--- src/rtl/mul_share_arbiter.sv ---
// Round-robin arbiter sharing one combinational 32x32 signed multiplier.
// Operands are registered and held SETTLE_CYC cycles before the product is captured.
module mul_share_arbiter #(
    parameter int NREQ       = 4,
    parameter int SETTLE_CYC = 3,
    parameter int IDW        = 2
) (
    input  logic                 clk,
    input  logic                 rst_n,
    input  logic [NREQ-1:0]      req_valid,
    output logic [NREQ-1:0]      req_ready,
    input  logic [NREQ*32-1:0]   req_a,
    input  logic [NREQ*32-1:0]   req_x,
    output logic [31:0]          mul_a,
    output logic [31:0]          mul_x,
    input  logic [63:0]          mul_p,
    output logic                 rsp_valid,
    input  logic                 rsp_ready,
    output logic [IDW-1:0]       rsp_id,
    output logic [63:0]          rsp_p,
    output logic                 busy
);

    localparam int CW = (SETTLE_CYC > 1) ? $clog2(SETTLE_CYC) : 1;
    localparam logic [CW-1:0] CNT_INIT = CW'(SETTLE_CYC - 1);

    localparam logic [1:0] S_IDLE   = 2'd0;
    localparam logic [1:0] S_SETTLE = 2'd1;
    localparam logic [1:0] S_RESP   = 2'd2;

    logic [1:0]     state;
    logic [IDW-1:0] rr_ptr;
    logic [IDW-1:0] grant;
    logic [IDW-1:0] next_ptr;
    logic [CW-1:0]  cnt;
    logic [IDW:0]   idx;
    logic           found;
    logic           accept;

    // Search starts at rr_ptr and wraps; the first valid requester wins.
    always_comb begin
        grant = '0;
        found = 1'b0;
        idx   = '0;
        for (int k = 0; k < NREQ; k++) begin
            idx = {1'b0, rr_ptr} + (IDW+1)'(k);
            if (idx >= (IDW+1)'(NREQ))
                idx = idx - (IDW+1)'(NREQ);
            if (!found && req_valid[idx[IDW-1:0]]) begin
                found = 1'b1;
                grant = idx[IDW-1:0];
            end
        end
    end

    always_comb begin
        req_ready = '0;
        if (rst_n && state == S_IDLE && found)
            req_ready[grant] = 1'b1;
    end

    assign accept   = (state == S_IDLE) && found;
    assign next_ptr = (grant == IDW'(NREQ - 1)) ? '0 : grant + IDW'(1);
    assign busy     = (state != S_IDLE);

    always_ff @(posedge clk or negedge rst_n) begin
        if (!rst_n) begin
            state     <= S_IDLE;
            rr_ptr    <= '0;
            cnt       <= '0;
            mul_a     <= '0;
            mul_x     <= '0;
            rsp_id    <= '0;
            rsp_p     <= '0;
            rsp_valid <= 1'b0;
        end else begin
            unique case (state)
                S_IDLE: begin
                    if (accept) begin
                        mul_a  <= req_a[32*grant +: 32];
                        mul_x  <= req_x[32*grant +: 32];
                        rsp_id <= grant;
                        rr_ptr <= next_ptr;
                        cnt    <= CNT_INIT;
                        state  <= S_SETTLE;
                    end
                end
                S_SETTLE: begin
                    if (cnt == '0) begin
                        rsp_p     <= mul_p;
                        rsp_valid <= 1'b1;
                        state     <= S_RESP;
                    end else begin
                        cnt <= cnt - CW'(1);
                    end
                end
                S_RESP: begin
                    if (rsp_ready) begin
                        rsp_valid <= 1'b0;
                        state     <= S_IDLE;
                    end
                end
                default: state <= S_IDLE;
            endcase
        end
    end

endmodule
--- config.mk ---
export PLATFORM = sky130hd
export DESIGN_NAME = mul_share_arbiter
export DESIGN_NICKNAME = d
export VERILOG_FILES = /design/src/rtl/mul_share_arbiter.sv
export SDC_FILE = /design/constraint.sdc
export NUM_CORES = 1
export LEC_CHECK = 0
export ABC_AREA = 0
export CAP_MARGIN = 0
export CELL_PAD_IN_SITES_DETAIL_PLACEMENT = 1
export CELL_PAD_IN_SITES_GLOBAL_PLACEMENT = 2
export CORE_MARGIN = 2
export CORE_UTILIZATION = 20
export DETAILED_ROUTE_END_ITERATION = 8
export HOLD_SLACK_MARGIN = 0.08
export PLACE_DENSITY_LB_ADDON = 0.1
export RECOVER_POWER = 50
export SLEW_MARGIN = 10
export SYNTH_ARGS = -nofsm -noshare
export SYNTH_HDL_FRONTEND = slang
export SYNTH_SLANG_ARGS = --single-unit
--- constraint.sdc ---
create_clock -name clk -period 3.2 [get_ports clk]
set_clock_uncertainty 0.1 [all_clocks]
set_input_delay 0.64 -clock clk [delete_from_list [all_inputs] [get_ports clk]]
set_output_delay 0.64 -clock clk [all_outputs]
set_load 0.005 [all_outputs]
# Yosys cells after proc, flatten, opt, wreduce, memory -nomap -nowiden

Cells that the tools add are included.

$add $sub $neg: 9
Order comparisons: 10
Equality and inequality tests: 7
Shift operators: 2
Multiplexer cells: 34
Reductions and logical operators: 20

Operator list:

| kind                                                               | count |
|---|---|
| indexed part select 128 x 8 -> 32 bit                              | 2 |
| 2-to-1 mux 2 bit                                                   | 14 |
| < comparator 2 x 3 -> 1 bit (second input constant)                | 5 |
| 2-to-1 mux 1 bit                                                   | 11 |
| subtractor 2 x 1 -> 2 bit (second input constant)                  | 5 |
| greater-or-equal comparator 3 bit (second input constant)          | 3 |
| AND reduction 3 bit                                                | 3 |
| binary-select mux 1 bit (select 2 bit)                             | 4 |
| != test 2 bit (second input constant)                              | 4 |
| logical AND 1 bit                                                  | 7 |
| adder 2 x 2 -> 3 bit (second input constant)                       | 2 |
| case mux 2 bit (3 select lines)                                    | 1 |
| nonzero test 2 bit                                                 | 3 |
| == test 2 bit (second input constant)                              | 2 |
| logical NOT 2 bit                                                  | 2 |
| 2-to-1 mux 4 bit                                                   | 1 |
| case mux 2 bit (2 select lines)                                    | 1 |
| AND reduction 2 bit                                                | 2 |
| adder 2 x 1 -> 3 bit (second input constant)                       | 1 |
| greater-or-equal comparator 2 x 3 -> 1 bit (second input constant) | 1 |
| logical NOT 1 bit                                                  | 3 |
| adder 2 x 1 -> 2 bit (second input constant)                       | 1 |
| demux 1 bit (select 2 bit)                                         | 1 |
| == test 2 x 1 -> 1 bit (second input constant)                     | 1 |
| 2 further kinds                                                    | 2 |

Flip-flop bits (word level): 137
Word-level logic and storage cells: 90

# Depth between registers and ports, before layout

Depth in word-level cells: 19
Depth in mapped cells: 9
Gate-level depth less buffers: 6

# Worst setup path before layout

Ideal clock, no wire load.

Kind: in2out
Start: input req_valid[3]
End: output req_ready[3]
Arrival time: 1,951 ps
Required time: 2,460 ps
Setup slack: 509 ps
Cell stages on the path: 8
Path buffers: 3
Cells stage by stage: buf_2 nand2_1 and3_4 a211oi_4 buf_6 buf_6 ha_1 and3_1

Word-level cells in the longest chain between the ends: 17
Elaborated cells between the ends (all ways): 29

Ends and longest elaborated chain:

| element                                                                                                         | RTL line | RTL |
|---|---|---|
| from (decl)                                                                                                     | 10       | `input logic [NREQ-1:0] req_valid,` |
| binary-select mux 1 bit (select 2 bit)                                                                          | 49       | `if (!found && req_valid[idx[IDW-1:0]]) begin` |
| 2-to-1 mux 1 bit (not written as such)                                                                          | 49       |  |
| 2-to-1 mux 1 bit                                                                                                | 49       |  |
| logical NOT 1 bit                                                                                               | 49       |  |
| logical AND 1 bit                                                                                               | 49       |  |
| 2-to-1 mux 1 bit                                                                                                | 49       |  |
| logical NOT 1 bit                                                                                               | 49       |  |
| logical AND 1 bit                                                                                               | 49       |  |
| 2-to-1 mux 1 bit                                                                                                | 49       |  |
| logical NOT 1 bit                                                                                               | 49       |  |
| logical AND 1 bit                                                                                               | 49       |  |
| 2-to-1 mux 2 bit                                                                                                | 49       |  |
| < comparator 2 x 3 -> 1 bit (not written as such) or greater-or-equal comparator 2 x 1 -> 1 bit (tied branches) | 59       | `req_ready[grant] = 1'b1;` |
| logical AND 1 bit (not written as such)                                                                         | 59       |  |
| 2-to-1 mux 1 bit (not written as such)                                                                          | 59       |  |
| demux 1 bit (select 2 bit)                                                                                      | 59       |  |
| 2-to-1 mux 4 bit *                                                                                              | 58       | `if (rst_n && state == S_IDLE && found)` |
| to (decl)                                                                                                       | 11       | `output logic [NREQ-1:0] req_ready,` |

Mark *: on every way between the ends. The rest lies on a longest branch, timed or not. The select of a mux whose other input is x is not followed.

# Final worst setup path

Ends and elaborated chain as after synthesis.

==> impl_metrics.toml <==
[clock_tree]
clockBufferDepth = 2
root_buffer = "clkbuf_16"
ctsHoldBuffers = 0
cts_made_buffers = 17
insertion_delay_ns = 0.42
cts_tree = "done"
clk_pin_slew_ns = 0.06
cts_sinks = 137
cts.htree.levels = 4

[route]
wire_per_inst_um = 21.8
ant_nets = 0
wirelength_um = 32400
vias = 6686
viasPerCell = 4.50
dr.pass1.iters = 4
drc = 0
initialDrtViolationCount = 197

[global_route]
overflow = 0
grt_pass1_wl_um = 45400
track_usage_pct = 18.1
grt_max_degree = 70
antenna_found_initial = 2
grt_pass1_vias = 7070

[placed_design]
globalplace.congestion = 0.776
hpwlAfterDp_um = 24900
port_buffers = 462

[finish]
layout.nets = 1362
final_common_cell = "clkdlybuf4s50_1"
area_growth_pct = 88.7
diodes = 0
fillers = 3549
drive_above_1_share_pct = 14.0
layout_common_cells = "clkdlybuf4s50_1, dfrtp_1, nor2_1"

[power]
p_int_mw = 7.28
vdd_drop_max_v = 0.000367
swShare_pct = 33.7
p_switching_mw = 3.70
leakage_nw = 4.96
clkPwrFrac_pct = 19.4
p_seq_share_pct = 28.3
combPwrFrac_pct = 52.3
finalPower_mw = 11.0
power_density_nw_per_um2 = 878

[logic_synthesis]
syn_inst = 569
synth_mux_area_share_pct = 20.5
syn-num-nets = 898
ys_ff_latch = 137
syn_area_um2 = 6630
synth_top_family_by_area = "multiplexers"
synth-xor-area-share_pct = 0
synth_top_area_share_pct = 51.7
yosys.area_share.adder_pct = 0.378
synth_warnings = 0
synth.area.top_cells = "dfrtp_1, mux2_2, mux2i_1, a221oi_1, o22ai_1"
yosys.area_share.simple_pct = 6.25
yosysUniqueCellTypes = 37
synth_area_leader_cell = "dfrtp_1"
syn_avg_cell_area_um2 = 11.6
seq_area_frac_synth_pct = 51.7
synth_compound_area_share_pct = 16.8

[worst_hold_path]
whs_path_depth = 2
hold_end = "rsp_id[0]"
hold_start = "rsp_id[0]"
hold_path_class = "reg2reg"

[timing]
tightest_slew_ns = 2.03
setup_viol = 0
slew_viol_final = 170
relSlewSlack_pct = -35.5
hold_viol_final = 0
rsz0062_at_grt = "no"
fmax_mhz = 322
fin_tns_setup_ns = 0
fin_crit_ns = 3.10
post-route-period-util_pct = 96.9

[setup_path]
critical_path.max_fanout = 5
cp.required_ns = 2.46
critPathCaptureType = "primary output"
worstPathArrival_ns = 2.36
rrSetupSlack_ns = 0.31
rr_endpoint = "mul_a[28]"
path_class = "in2out"
worstRegToRegCells = 7
regToRegStartpoint = "rr_ptr[1]"
start_kind = "input pin"

[floorplanning]
dieWidth_um = 186
dieArea_um2 = 34600
initial_core_util_pct = 20.3
pin_count = 463
rows = 66
placeableCoreArea_um2 = 32600
fp.dieH_um = 186

[status]
outcome = "finished, violations left"
failed_checks = "capacitance limit, slew limit"

[flow_run]
maxCapViolations = 3
metrics by stage:
| step | setup WS (ns) | util, % | instance area (um2) | hold slack [ns] | std cells |
|---|---|---|---|---|---|
| after global routing | 0.00469 | 38.3 | 12500 | 0.405 | 1486 |
| after CTS | 0.0221 | 38.4 | 12500 | 0.191 | 1486 |
| after global placement | -0.236 | 36.4 | 11900 | 0.359 | 1454 |
| after floorplan | 0.509 | - | 6630 | 0.244 | 569 |
| final | 0.0977 | 38.3 | 12500 | 0.376 | 1486 |
| after detailed placement | -0.280 | 36.4 | 11900 | 0.367 | 1454 |
power groups by stage:
| stage | clock network [mW] | registers (mW) | logic (mW) |
|---|---|---|---|
| floorplan | 0 | 3.16 | 2.54 |
| global placement | 0 | 3.11 | 5.84 |
| detailed placement | 0 | 3.15 | 5.86 |
| CTS | 2.20 | 3.12 | 5.91 |
| global route | 2.27 | 3.23 | 6.25 |
| finish | 2.14 | 3.11 | 5.74 |
layout make-up:
class | count | area [um2] | area share [%]
Tap cell | 442 | 553 | 4.42
Multi-Input combinational cell | 375 | 2970 | 23.7
Sequential cell | 137 | 3430 | 27.4
Clock buffer | 18 | 439 | 3.51
Inverter | 5 | 18.8 | 0.150
Timing Repair Buffer | 497 | 4920 | 39.3
Clock inverter | 12 | 176 | 1.41
flip-flops by register name, summed over array words and instances, names as in the netlist:
signal and count:
rsp_p 64, mul_a 32, mul_x 32, cnt 2, rr_ptr 2, rsp_id 2
state 2, rsp_valid 1
worst max-delay path, cell delays in order:
cell and delay (ns):
dlygate4sd2_1 0.31, buf_4 0.18, nor2_1 0.07, a2111oi_4 0.26, ha_2 0.24, and3_1 0.15
clkdlybuf4s50_1 0.52
worst max-delay path by stage:
stage	startpoint	to	slack [ns]	depth (start not counted)
6_report	req_valid[3]	req_ready[3]	0.1	7
5_1_grt	rr_ptr[0]	req_ready[3]	0.005	6
4_1_cts	rr_ptr[1]	req_ready[3]	0.02	6
3_5_place_dp	req_valid[3]	req_ready[3]	-0.28	6
3_3_place_gp	req_valid[3]	req_ready[3]	-0.24	6
2_1_floorplan	req_valid[3]	req_ready[3]	0.51	8
Yosys cell counts:
master	number
dfrtp_1	137
nor2_1	68
a221oi_1	64
mux2_2	64
mux2i_1	64
o22ai_1	64
clkbuf_1	23
buf_2	21
nand2_1	12
buf_4	5
inv_1	4
nor3_1	4
a21oi_1	3
o21ai_1	3
a22o_1	2
and3_1	2
buf_6	2
ha_1	2
nand2b_1	2
nor3b_1	2
o21ai_0	2
o31ai_1	2
or2_1	2
or3_1	2
a2111oi_2	1
a211oi_4	1
a21bo_2	1
a21o_1	1
a22oi_1	1
a311o_1	1
and3_4	1
buf_8	1
inv_2	1
nand3_1	1
nor2_2	1
nor2b_1	1
o21a_1	1
kinds of logic (layout without fill, tap and decap cells):
kind of cell	count (synthesis)	after routing
AO/OA/AOI/OAI	147	147
flip-flops	137	137
multiplexers	128	128
AND/OR/NAND/NOR	98	98
buffers and inverters	57	532
adder cells (fa/ha/maj)	2	2
repair_timing:
item | in CTS | in global routing
gates cloned | 0 | 0
setup buffers | 2 | 0
setup endpoints to repair | 4 | 2
endpoints found under the hold margin | 0 | 0
resized for setup | 10 | 2
pin swaps | 1 | 1
layer usage:
metal	share of wire, %	global-route usage [%]	vias up
met5	0.083	0	-
met2	50	31.5	303
met1	38	19.8	3249
li1	-	-	3104
met4	1.2	4.06	4
met3	11	8.65	26
Power figures use the tool's default switching activity.
==> edit 1, RTL diff (same settings) <==
Change the parameter `SETTLE_CYC` from 3 to 5.
--- a/src/rtl/mul_share_arbiter.sv
+++ b/src/rtl/mul_share_arbiter.sv
@@ -2,7 +2,7 @@
 // Operands are registered and held SETTLE_CYC cycles before the product is captured.
 module mul_share_arbiter #(
     parameter int NREQ       = 4,
-    parameter int SETTLE_CYC = 3,
+    parameter int SETTLE_CYC = 5,
     parameter int IDW        = 2
 ) (
     input  logic                 clk,
Behaviour: not the same (a bounded check fails within 10 cycles, from zero or initial values and one cycle with rst_n low).
==> edit 1 against the unedited design <==
- the flow still finishes with violations (max-capacitance violations, max-slew violations)
- wire length grew 7.0%
- design area grew 7.6%
- via count grew 10%
- total power grew 5.8%
- setup slack gained 0.056 ns
- global-route usage shrank 0.97 points
- cell count grew 13%
- non-clock buffer count shrank 8
- area after synthesis grew 16%
- sequential cell count grew 1
- critical path type unchanged
- largest cell class unchanged
==> edit 1: results (changes against the unedited design) <==
| Metric | Value |
|---|---|
| Status | `complete, but fails checks (unchanged)` |
| Violated checks | `max-capacitance violations, max-slew violations (unchanged)` |
| Area contributors post-synth | `dfrtp_1, mux2_2, a211oi_2, mux2i_1, a211oi_1 (was dfrtp_1, mux2_2, mux2i_1, a221oi_1, o22ai_1)` |
| Setup Buffers After CTS | `0 (was 2)` |
| Antenna violations before repair | `4 (was 2)` |
| Layout cells sized above 1 | `15.8% (was 14.0%)` |
| Wirelength per Cell | `20.7 um (was 21.8 um)` |
| Worst vdd ir | `379 uV (was 367 uV)` |
| Finished Layout Cells | `1675 (was 1486)` |
| Crit-path leading delay family | `buffers and inverters (unchanged)` |
| Reg2reg path depth | `6 (was 7)` |
| First-pass GRT wire length | `50000 um (was 45400 um)` |
| Met1 Track Usage GR | `19.6% (was 19.8%)` |
| DRT Pass-1 Iters | `4 (unchanged)` |
| H-tree levels | `4 (unchanged)` |
| Max cap viols | `3 (unchanged)` |
| Gr usage total | `17.1% (was 18.1%)` |
| Max-slew violations | `165 (was 170)` |
| Number of cells after detailed placement | `1643 (was 1454)` |
| Met2 usage | `29.6% (was 31.5%)` |
| P_leak | `5.45 nW (was 4.96 nW)` |
| Post-synthesis sequential area ratio | `45.1% (was 51.7%)` |
| Synthesized instance count | `708 (was 569)` |
| GP Congestion | `0.747 (was 0.776)` |
| Worst-margin pin slew | `1.91 ns (was 2.03 ns)` |
| Worst hold stages | `1 (was 2)` |
| Top cells by count, synth | `dfrtp_1, a211oi_1, nor2_1, inv_1 (was dfrtp_1, nor2_1)` |
| Dpl ws | `-0.168 ns (was -0.280 ns)` |
| Distinct cell type count after synthesis | `34 (was 37)` |
| Syn Nets | `1039 (was 898)` |
| Fill count | `4224 (was 3549)` |
| Largest net degree at the start of global routing | `71 (was 70)` |
| Initial DRC count | `209 (was 197)` |
| CP max stage cell | `dlygate4sd3_1 (was clkdlybuf4s50_1)` |
| Worst path arrival time | `2.31 ns (was 2.36 ns)` |
| GR Util met3 | `6.73% (was 8.65%)` |
| Vias in the first global route | `7755 (was 7070)` |
| CP max stage delay | `0.63 ns (was 0.52 ns)` |
| Placed wire-length estimate | `25600 um (was 24900 um)` |
| Final-stage net count | `1482 (was 1362)` |
| Total number of vias | `7358 (was 6686)` |
[edit 1: worst register-to-register path, stage by stage (launching register included)]
cell and delay (ns):
dfrtp_1 0.36, inv_1 0.05, ha_1 0.20, ha_1 0.21, nand3b_1 0.09, clkbuf_2 1.23, mux2_2 0.49
[edit 1: report_power, final]
group,leakage (nW),switching (mW),internal [mW]
registers,1.57,0.461,2.66
clock network,0.321,0.824,1.42
logic,3.56,2.82,3.42
[edit 1: cell type report]
type | instances | area, sq um | area share (%)
Antenna cell | 1 | 2.50 | 0.0186
Tap cell | 511 | 639 | 4.75
Inverter | 71 | 269 | 2.00
Sequential cell | 138 | 3450 | 25.7
Multi-Input combinational cell | 434 | 3580 | 26.6
Clock inverter | 11 | 191 | 1.42
Clock buffer | 20 | 457 | 3.39
Timing Repair Buffer | 489 | 4870 | 36.2
[edit 1: timing repair]
item,in CTS,in global routing
gates resized for setup,6,1
setup endpoints to repair,4,1
pin swaps,0,0
[edit 1: routing by layer]
layer  wire (um)  vias up
li1            -     3468
met1       13600     3570
met2       17300      291
met3        3360       23
met4         372        6
met5          30        -
[edit 1: kinds of logic (layout without fill, tap and decap cells)]
logic type                 after synthesis  after routing  synth area share, %
adders and majority gates                4              4                0.654
muxes                                  128            128                 17.8
and+or+nand+nor                         93             93                 5.15
other                                    0              1                    0
DFF                                    138            138                 45.1
AOI/OAI and AO/OA                      209            209                 22.7
buffers and inverters                  136            591                 8.65
[edit 1: final timing paths]
check | slack, ns | startpoint | to
worst max-delay path | 0.15 | req_valid[0] | req_ready[2]
worst min-delay path | 0.40 | rsp_p[21]$_DFFE_PN0P_ | rsp_p[21]$_DFFE_PN0P_
worst max register to register | 0.35 | cnt[0]$_DFFE_PN0P_ | rsp_p[5]$_DFFE_PN0P_
worst min register to register | 0.40 | rsp_p[21]$_DFFE_PN0P_ | rsp_p[21]$_DFFE_PN0P_
max in group asynchronous | 0.74 | rst_n | mul_x[19]$_DFFE_PN0P_
min in group asynchronous | 0.73 | rst_n | rsp_p[44]$_DFFE_PN0P_
==> edit 2, RTL diff (config.mk and constraints unchanged) <==
Made on the original files. Reset style: synchronous (`rst_n`), changed in one clocked block.
--- a/src/rtl/mul_share_arbiter.sv
+++ b/src/rtl/mul_share_arbiter.sv
@@ -63,7 +63,7 @@
     assign next_ptr = (grant == IDW'(NREQ - 1)) ? '0 : grant + IDW'(1);
     assign busy     = (state != S_IDLE);
 
-    always_ff @(posedge clk or negedge rst_n) begin
+    always_ff @(posedge clk) begin
         if (!rst_n) begin
             state     <= S_IDLE;
             rr_ptr    <= '0;
Function: differs if rst_n is asserted again (counterexample within 4 cycles, from zero or initial values and one cycle with rst_n low); with rst_n held inactive, the same outputs for 4 cycles.
==> edit 2 against the unedited design <==
- core utilization is 0.39 points higher
- non-clock buffer count is 6 lower
- design area shrank 2.3%
- area after synthesis is 3.1% lower
- wire length rose by 0.20%
- cell count rose by 1.8%
- sequential cell count is the same
- setup slack better by 0.064 ns
- largest cell class unchanged
Power is not compared: it rests on default switching activity, and its combinational part moved more than twofold at a synthesized area within 25%.
==> edit 2: results (changes against the unedited design) <==
| Metric | Value |
|---|---|
| Status | `finished clean (was complete, but fails checks)` |
| Vias in the first global route | `7115 (was 7070)` |
| Vias per cell | `4.54 (was 4.50)` |
| Layout cells sized above 1 | `11.9% (was 14.0%)` |
| First-pass GRT wire length | `47000 um (was 45400 um)` |
| HP Start | `rsp_p[33]$_SDFFE_PN0P_ (was rsp_id[0]$_DFFE_PN0P_)` |
| Share of cell area taken by multi-input logic gates | `28.1% (was 23.7%)` |
| CP max stage delay | `0.57 ns (was 0.52 ns)` |
| Initial DRC count | `244 (was 197)` |
| Worst flop-to-flop path startpoint | `state[1]$_SDFFE_PN0P_ (was rr_ptr[1]$_DFFE_PN0P_)` |
| Post-synthesis sequential area ratio | `42.7% (was 51.7%)` |
| Wirelength per Cell | `21.5 um (was 21.8 um)` |
| Antenna diodes | `5 (was 0)` |
| Routed length on met2 | `15700 um (was 16100 um)` |
| Distinct cell type count after synthesis | `36 (was 37)` |
| Area contributors post-synth | `dfxtp_1, a221o_1, mux2_4, a22o_1, nand2_1 (was dfrtp_1, mux2_2, mux2i_1, a221oi_1, o22ai_1)` |
| Final-stage net count | `1422 (was 1362)` |
| Dpl ws | `-0.230 ns (was -0.280 ns)` |
| Synth Area per Inst | `10.1 sq um (was 11.6 sq um)` |
| Multi-input comb cells | `440 (was 375)` |
| Syn Nets | `967 (was 898)` |
| Met2 usage | `31.3% (was 31.5%)` |
| FF+latch area | `0.00274 sq mm (was 0.00343 sq mm)` |
| Worst path arrival time | `2.30 ns (was 2.36 ns)` |
| Largest net degree at the start of global routing | `75 (was 70)` |
| GR Util met3 | `7.37% (was 8.65%)` |
| Non-Clock Inverter Count | `6 (was 5)` |
| Core Footprint | `0.0316 sq mm (was 0.0326 sq mm)` |
| Placed wire-length estimate | `24200 um (was 24900 um)` |
| M1 WL | `13000 um (was 12200 um)` |
| Max-slew violations | `0 (was 170)` |
| Non-CTS buffers | `491 (was 497)` |
## edit 2: cell types whose count changed in the layout (fill, tap and decap cells not counted), sizes merged, moves of 66 or more
cell           unedited run  this run
a21boi                    0        66
dlygate4sd3              13       109
clkdlybuf4s50           444       348
dfxtp                     0       137
nand2                    12       136
dfrtp                   137         0
## edit 2: timing repair
action	in CTS	in global routing
buffers inserted	0	0
setup endpoints to repair	4	1
cloned	0	0
gates resized for setup	6	2
pin swaps	0	0
## edit 2: final timing paths
path / endpoint / slack, ns / cells past startpoint
setup reg to reg: mul_x[19]$_SDFFE_PN0P_ / 0.75 / 5
hold / removal: rsp_p[33]$_SDFFE_PN0P_ / 0.36 / 2
hold reg to reg: rsp_p[33]$_SDFFE_PN0P_ / 0.36 / 2
setup / recovery: req_ready[2] / 0.16 / 6
## edit 2: cell families after synthesis
family | share of synthesized area (%)
AOI/OAI and AO/OA | 28.0
adders and majority gates | 0.390
buffers and inverters | 4.69
DFF | 42.7
muxes | 13.6
and+or+nand+nor | 10.6
